File: config.mk
export PLATFORM = sky130hd
export DESIGN_NAME = sext_arbiter
export DESIGN_NICKNAME = d
export VERILOG_FILES = /design/src/rtl/sext_pkg.sv /design/src/rtl/sext_core.sv /design/src/rtl/sext_arbiter.sv
export SDC_FILE = /design/constraint.sdc
export NUM_CORES = 1
export LEC_CHECK = 0
export ABC_CLOCK_PERIOD_IN_PS = 5400
export CAP_MARGIN = 10
export CORE_UTILIZATION = 43
export DETAILED_ROUTE_END_ITERATION = 16
export PLACE_DENSITY = 0.85
export RECOVER_POWER = 50
export SETUP_SLACK_MARGIN = 0.3
export SLEW_MARGIN = 20
export SYNTH_ARGS = -nofsm -noshare
export SYNTH_HDL_FRONTEND = slang
export SYNTH_SLANG_ARGS = --single-unit
File: constraint.sdc
create_clock -name clk -period 5.4 [get_ports clk]
set_clock_uncertainty 0.05 [all_clocks]
set_input_delay 1.35 -clock clk [delete_from_list [all_inputs] [get_ports clk]]
set_output_delay 1.35 -clock clk [all_outputs]
set_load 0.02 [all_outputs]
File: src/rtl/sext_pkg.sv
// Shared constants and types for the sign-extension arbiter slice.
package sext_pkg;

  localparam int SEXT_IN_W  = 9;
  localparam int SEXT_OUT_W = 16;
  localparam int NUM_REQ    = 3;

  typedef enum logic {
    SEXT_M9 = 1'b0,
    SEXT_M6 = 1'b1
  } sext_mode_t;

  localparam logic [1:0] REQ_BRANCH = 2'd0;
  localparam logic [1:0] REQ_AGU    = 2'd1;
  localparam logic [1:0] REQ_ALUIMM = 2'd2;

endpackage

File: src/rtl/sext_core.sv
// Combinational 9->16 sign extender: 9-bit field, or 6-bit field in bits [5:0].
module sext_core
  import sext_pkg::*;
(
  input  logic [SEXT_IN_W-1:0]  d,
  input  sext_mode_t            mode,
  output logic [SEXT_OUT_W-1:0] q
);

  always_comb begin
    if (mode == SEXT_M6) q = {{(SEXT_OUT_W-6){d[5]}}, d[5:0]};
    else                 q = {{(SEXT_OUT_W-SEXT_IN_W){d[8]}}, d};
  end

endmodule

File: src/rtl/sext_arbiter.sv
// Three-way arbiter sharing one registered sign extender; round-robin by default,
// fixed priority 0 > 1 > 2 when SEXT_ARB_FIXED_PRIO_EN is defined.
module sext_arbiter #(
  parameter int NUM_REQ = 3,
  parameter int DATA_W  = 16
) (
  input  logic                 clk,
  input  logic                 rst,
  input  logic [NUM_REQ-1:0]   req_valid,
  output logic [NUM_REQ-1:0]   req_ready,
  input  logic [NUM_REQ*9-1:0] req_data,
  input  logic [NUM_REQ-1:0]   req_mode,
  output logic                 rsp_valid,
  input  logic                 rsp_ready,
  output logic [DATA_W-1:0]    rsp_data,
  output logic [1:0]           rsp_id
);
  import sext_pkg::*;

  logic                  can_accept;
  logic                  handshake;
  logic [NUM_REQ-1:0]    grant;
  logic [1:0]            grant_id;
  logic [1:0]            idx;
  logic                  found;
  logic [SEXT_IN_W-1:0]  sel_data;
  sext_mode_t            sel_mode;
  logic [SEXT_OUT_W-1:0] ext_q;

`ifndef SEXT_ARB_FIXED_PRIO_EN
  logic [1:0] rr_ptr;
`endif

  assign can_accept = !rsp_valid || rsp_ready;
  assign req_ready  = (rst || !can_accept) ? '0 : grant;
  assign handshake  = |req_ready;

  // First valid requester scanning upward from the pointer (or from 0 with fixed priority).
  always_comb begin
    grant    = '0;
    grant_id = REQ_BRANCH;
    found    = 1'b0;
    idx      = '0;
    for (int unsigned k = 0; k < unsigned'(NUM_REQ); k++) begin
`ifdef SEXT_ARB_FIXED_PRIO_EN
      idx = 2'(k);
`else
      idx = 2'((32'(rr_ptr) + k) % unsigned'(NUM_REQ));
`endif
      if (!found && req_valid[idx]) begin
        found      = 1'b1;
        grant[idx] = 1'b1;
        grant_id   = idx;
      end
    end
  end

  always_comb begin
    sel_data = '0;
    sel_mode = SEXT_M9;
    for (int unsigned i = 0; i < unsigned'(NUM_REQ); i++) begin
      if (grant[i]) begin
        sel_data = req_data[i*9 +: 9];
        sel_mode = sext_mode_t'(req_mode[i]);
      end
    end
  end

  sext_core u_core (
    .d    (sel_data),
    .mode (sel_mode),
    .q    (ext_q)
  );

  always_ff @(posedge clk) begin
    if (rst) begin
      rsp_valid <= 1'b0;
      rsp_data  <= '0;
      rsp_id    <= REQ_BRANCH;
    end else if (handshake) begin
      rsp_valid <= 1'b1;
      rsp_data  <= ext_q;
      rsp_id    <= grant_id;
    end else if (rsp_ready) begin
      rsp_valid <= 1'b0;
    end
  end

`ifndef SEXT_ARB_FIXED_PRIO_EN
  always_ff @(posedge clk) begin
    if (rst)            rr_ptr <= REQ_BRANCH;
    else if (handshake) rr_ptr <= (grant_id == REQ_ALUIMM) ? REQ_BRANCH : grant_id + 2'd1;
  end
`endif

endmodule

==> summary.txt <==
status - completed
Final WS setup - 0.469 ns
number of remaining DRC errors - 0
CTS root buffer - clkbuf_4
setup TNS - 0 ns
origin of the worst min-delay path - rsp_id[0]
first-pass GRT wire length - 5.01 mm
layout cells sized above 1 - 11.0%
Slew @ Worst Pin - 0.569 ns
row count - 18
vias in the first global route - 1,119
Post-synth ARST share - 0%
Syn. warnings - 0
R2R Setup Slk - 2.58 ns
Boundary Pins - 58
area share of and/or/nand/nor cells after synthesis - 19.6%
register area share after synthesis - 23.7%
core area - 0.00254 mm²
Inserted Clock Buffers - 3
pin count of the biggest net entering global routing - 17
clock sinks - 14
count of state elements after synthesis - 14
Post-CTS Repair Setup Buffers - 0
hold path depth - 2
XOR/XNOR Fraction of Synth Area - 0%
Post-CTS Resized - 0
max_cap viols - 0
post-synthesis compound-gate area fraction - 36.8%
Placer Congestion - 0.820
Most used DFF post-synth - dfxtp_1
area grow syn2layout - 47.0%
Skew-Pair Late Insertion Delay - 0.27 ns
Initial Util - 46.5%
mux cell area share after synthesis - 5.61%
worst hold endpoint - rsp_id[0]
final setup vio count - 0
leakage power - 0.702 nW
count of flip-flops with a built-in enable after synthesis - 0
Slew HR - 61.9%
Reg-to-Reg End - rsp_data[6]
TritonCTS clock tree - yes
drt wl/cell - 14.8 µm
Hold Path Class - flop to flop
largest family of logic cells by synthesized area - compound AO/OA/AOI/OAI gates
post-DP HPWL - 2.63 mm
Layout Cells excl Fill - 221
port bufs - 57
initial antenna violation count - 0
final wirelength - 3.27 mm
Worst EP required - 4.00 ns
cells on worst reg2reg path - 9
CP arrival - 3.53 ns
H-tree levels - 1
crit path launch type - input pin
Pre-antenna DRT Iters - 4
die area - 0.00296 mm²
CTS Hold Bufs - 0
post-synth cell types - 50
Post-Synth Adder-Cell Area - 4.23%
ANT cells - 0
min cycle time layout - 4.93 ns
Slew Limit Fails - 0
fin nets - 232
vias per cell - 5.83
power density cells - 577 mW/mm²
top-area cell type share of the netlist area - 23.7%
Synth Area per Inst - 8.27 µm²
worst-path maximum fanout - 15
total gr overflow - 0
Via Count - 1,289
All-Layer GR Usage - 22.7%
Worst Setup Path Type - input pin to primary output
most area-hungry cell type in the Yosys netlist - dfxtp_1
syn_nets - 183
Max Fclk - 203 MHz
clock buffer depth - 2
Synth area leaders - dfxtp_1 24%, buf_4 4.4%, ha_1 4.2%
Initial DRC Count - 28
placed cells - 217
peak supply drop - 0.402 mV
post-synth design cell area - 0.00118 mm²
RSZ-0062 raised after global routing - false
number of fill cells - 208
Die Wd - 54.4 µm
Mapped Cells - 143
Hold Fails Final Rpt - 0
r2r startpoint - rr_ptr[0]
register clock-pin slew on the reported worst setup and hold paths - 0.08 ns
Final period util - 91.3%
post-route ant nets - 0
die height - 54.4 µm
Place WS - 0.492 ns
CP endpoint kind - primary output
==> cells in the mapped netlist, types with 2 or more instances <==
library cell	instances
dfxtp_1	14
nor2_1	11
o21ai_0	10
a21oi_1	8
nand2_1	8
nand3_1	8
buf_4	7
inv_1	7
a221oi_1	5
buf_2	5
o31ai_1	5
ha_1	4
a211oi_1	3
a221o_1	3
mux2i_1	3
nand2b_1	3
a21oi_2	2
a31oi_1	2
and2_1	2
o21ai_1	2
o21ai_2	2
==> per-stage QoR <==
| step | power, W | area, µm² | hold WS [ns] | util [%] |
|---|---|---|---|---|
| 2_1_floorplan | 0.000741 | 1180 | 0.413 | - |
| 3_3_place_gp | 0.000914 | 1700 | 0.398 | 66.9 |
| 3_5_place_dp | 0.000937 | 1700 | 0.406 | 66.9 |
| 4_1_cts | 0.00102 | 1740 | 0.423 | 68.3 |
| 5_1_grt | 0.00108 | 1740 | 0.452 | 68.3 |
| 6_report | 0.00100 | 1740 | 0.415 | 68.3 |
==> worst max-delay path by stage <==
stage            startpoint           end  slack, ns  cells past startpoint
3_5_place_dp   req_valid[0]  req_ready[2]       0.49                      7
2_1_floorplan  req_valid[2]  req_ready[2]       1.44                      6
4_1_cts        req_valid[0]  req_ready[2]       0.48                      7
6_report       req_valid[0]  req_ready[2]       0.47                      7
3_3_place_gp   req_valid[0]  req_ready[2]       0.53                      7
5_1_grt        req_valid[2]  req_ready[0]       0.33                      7
==> layout make-up <==
type | count | area (µm²) | area share, %
multi-input combinational | 108 | 783 | 45.1
timing repair buffer | 57 | 571 | 32.8
sequential | 14 | 280 | 16.1
tap | 30 | 37.5 | 2.16
clock buffer | 4 | 36.3 | 2.09
inverter | 8 | 30.0 | 1.73
==> per-layer routing <==
| layer | global-route usage (%) | part of all wire, % | up-vias |
|---|---|---|---|
| li1 | - | - | 626 |
| met1 | 29.5 | 42 | 610 |
| met2 | 40.0 | 51 | 47 |
| met3 | 3.61 | 5.0 | 6 |
| met4 | 2.99 | 1.5 | 0 |
| met5 | 0 | 0 | - |
==> where the power goes <==
part           total (W)  leakage, nW  switching, W  internal, W
combinational   0.000763        0.566      0.000446     0.000317
sequential      0.000164        0.115     0.0000228     0.000141
clock          0.0000758       0.0210     0.0000348    0.0000410
==> flip-flops by register name, indices dropped and copies added (netlist names) <==
register / flops
rsp_data: 9
rsp_valid: 1
rr_ptr: 2
rsp_id: 2
==> cells by family after synthesis <==
kind of cell | count (synthesis)
compound gates | 56
flops | 14
mux | 5
fa+ha+maj | 4
buf+inv | 21
simple gates | 43
==> critical path: stages <==
cell	delay, ns
clkdlybuf4s50_1	0.47
nor2b_1	0.18
a211o_1	0.31
a31oi_1	0.25
o22a_2	0.36
nor2_1	0.07
clkdlybuf4s50_1	0.54
==> cell usage in the layout, fill, tap and decap left out, types with 2 or more instances in the layout <==
master            n
a221o_1           3
a21oi_1           8
nor2_1           11
a221oi_1          5
nand3_1           8
o21ai_2           2
o21ai_1           2
dfxtp_1          14
dlygate4sd3_1    18
a211oi_1          3
and2_1            2
a21oi_2           2
nand2b_1          3
o31ai_1           5
clkbuf_4          3
mux2i_1           3
inv_1             7
nand2_1           8
clkdlybuf4s50_1  39
ha_1              4
a31oi_1           2
o21ai_0          10
(Power assumes the default switching activity.)
==> edit, RTL diff (config.mk and constraints unchanged) <==
Reset style: asynchronous (`rst`), changed in 2 clocked blocks.
--- a/src/rtl/sext_arbiter.sv
+++ b/src/rtl/sext_arbiter.sv
@@ -74,3 +74,3 @@
 
-  always_ff @(posedge clk) begin
+  always_ff @(posedge clk or posedge rst) begin
     if (rst) begin
@@ -89,3 +89,3 @@
 `ifndef SEXT_ARB_FIXED_PRIO_EN
-  always_ff @(posedge clk) begin
+  always_ff @(posedge clk or posedge rst) begin
     if (rst)            rr_ptr <= REQ_BRANCH;
Formal check against the unedited RTL: differs if rst is asserted again (counterexample within 4 cycles, from zero or initial values and one cycle with rst high); with rst held inactive, the same outputs for 10 cycles.
==> edit against the unedited design <==
Worst setup slack lost 72 ps; sequential cell count is the same; design area grew 0.22%; wire length shrank 9.4%; core utilization grew 0.15 points; cell count grew 1.4%; synthesized area shrank 0.11%; sequential share of layout area grew 4.0 points; largest cell class unchanged; critical path type unchanged; fmax shrank 1.4%; synthesized cell count grew 0.70%; clock power shrank 0.7%; highest routed layer unchanged; die area is essentially flat; global-route usage shrank 1.7 points; total power grew 4.2%.
==> edit: results (changes against the unedited design) <==
| Metric | Value |
|---|---|
| Total track usage | 0.210 (-0.0175) |
| Root Buffer | clkbuf_4 |
| Via count | 1193 (-7.4%) |
| Clock share of power | 0.072 (-0.004) |
| WL per Instance | 13.2 um (-11%) |
| Clk_lat worst skew | 290 ps (+20 ps) |
| ClkCell Share | 0.0208 (-0.0000450) |
| Min-delay src | rsp_id[0]$_DFFE_PP0P_ |
| Post-Route WL | 2.96 mm (-9.4%) |
| Worst path max stage delay | 630 ps (+90 ps) |
| Pin count of the biggest net entering global routing | 26 (+9) |
| 1st-iter DRT viols | 17 (-39%) |
| R2R Setup Slk | 2080 ps (-500 ps) |
| Worst hold slack | 430 ps (+14.3 ps) |
| Final non-clock buffer share | 0.338 (+0.0101) |
| Placed Area | 0.00171 mm2 (+0.44%) |
| Mapped Nets | 184 (+0.55%) |
| Post-synth cell types | 40 (-20%) |
| Antenna fix cells | 0 (unchanged) |
| DP HPWL | 2.45 mm (-6.7%) |
| Inst Count DP | 220 (+1.4%) |
| Total power draw | 0.00105 W (+4.2%) |
| First-pass GRT wire length | 4.56 mm (-9.0%) |
| Sw frac | 0.478 (-0.0246) |
| Flip-flop and latch power | 0.000180 W (+9.8%) |
| Seq/Total Area, Yosys | 0.297 (+0.0596) |
| Final-stage net count | 235 (+1.3%) |
| #MultiIn Comb | 109 (+0.93%) |
| Placer Congestion | 0.875 (+6.8%) |
| FF-to-FF Start | rr_ptr[1]$_DFFE_PP0P_ |
| Most frequent cells after synthesis | nand2_1 (23), dfrtp_1 (14), nor2_1 (12), o21ai_0 (11), o21ai_1 (8) |
| Hold EP | rsp_id[0]$_DFFE_PP0P_ |
| Sequential cell area share | 0.201 (+0.0399) |
| Sequential cells | 14 (unchanged) |
| Max rail drop VDD | 0.000361 V (-10%) |
| Signal inverters | 7 (-1) |
| Outcome | completed |
| Ys flop type | dfrtp_1 |
| Signal buffers | 60 (+5.3%) |
| Slew HR | 0.461 (-0.158) |
| Filler cell count | 211 (+1.4%) |
| Area grow syn2layout | 47.5% |
| Clk slew on worst S/H paths | 80 ps (about the same) |
| CP arrival | 3600 ps (+70 ps) |
| Gate Count Post-Synth | 144 (+0.70%) |
| R2R depth | 10 (+1) |
| Multi-input logic area | 702 um2 (-10%) |
| Fraction of area in multi-input gates | 0.403 (-0.0477) |
==> edit: cell families after synthesis <==
| logic type | count (synthesis) | synth area share |
|---|---|---|
| buf+inv | 21 | 0.109 |
| fa+ha+maj | 4 | 0.0424 |
| simple gates | 54 | 0.219 |
| compound gates | 43 | 0.255 |
| mux | 8 | 0.0773 |
| flops | 14 | 0.297 |
==> edit: worst max-delay path by stage <==
stage	startpoint	depth (start not counted)	endpoint	slack, ps
3_3_place_gp	req_valid[1]	7	req_ready[0]	620
5_1_grt	rst	6	req_ready[1]	190
3_5_place_dp	req_valid[1]	7	req_ready[0]	550
4_1_cts	req_valid[1]	7	req_ready[0]	530
2_1_floorplan	req_valid[0]	6	req_ready[1]	1350
6_report	rst	6	req_ready[1]	400
==> edit: per-layer routing <==
layer,global-route usage,part of all wire,vias to the layer above
met5,0,0,-
li1,-,-,603
met1,0.303,0.48,549
met4,0.0769,0.0084,0
met3,0.00833,0.027,3
met2,0.327,0.48,38
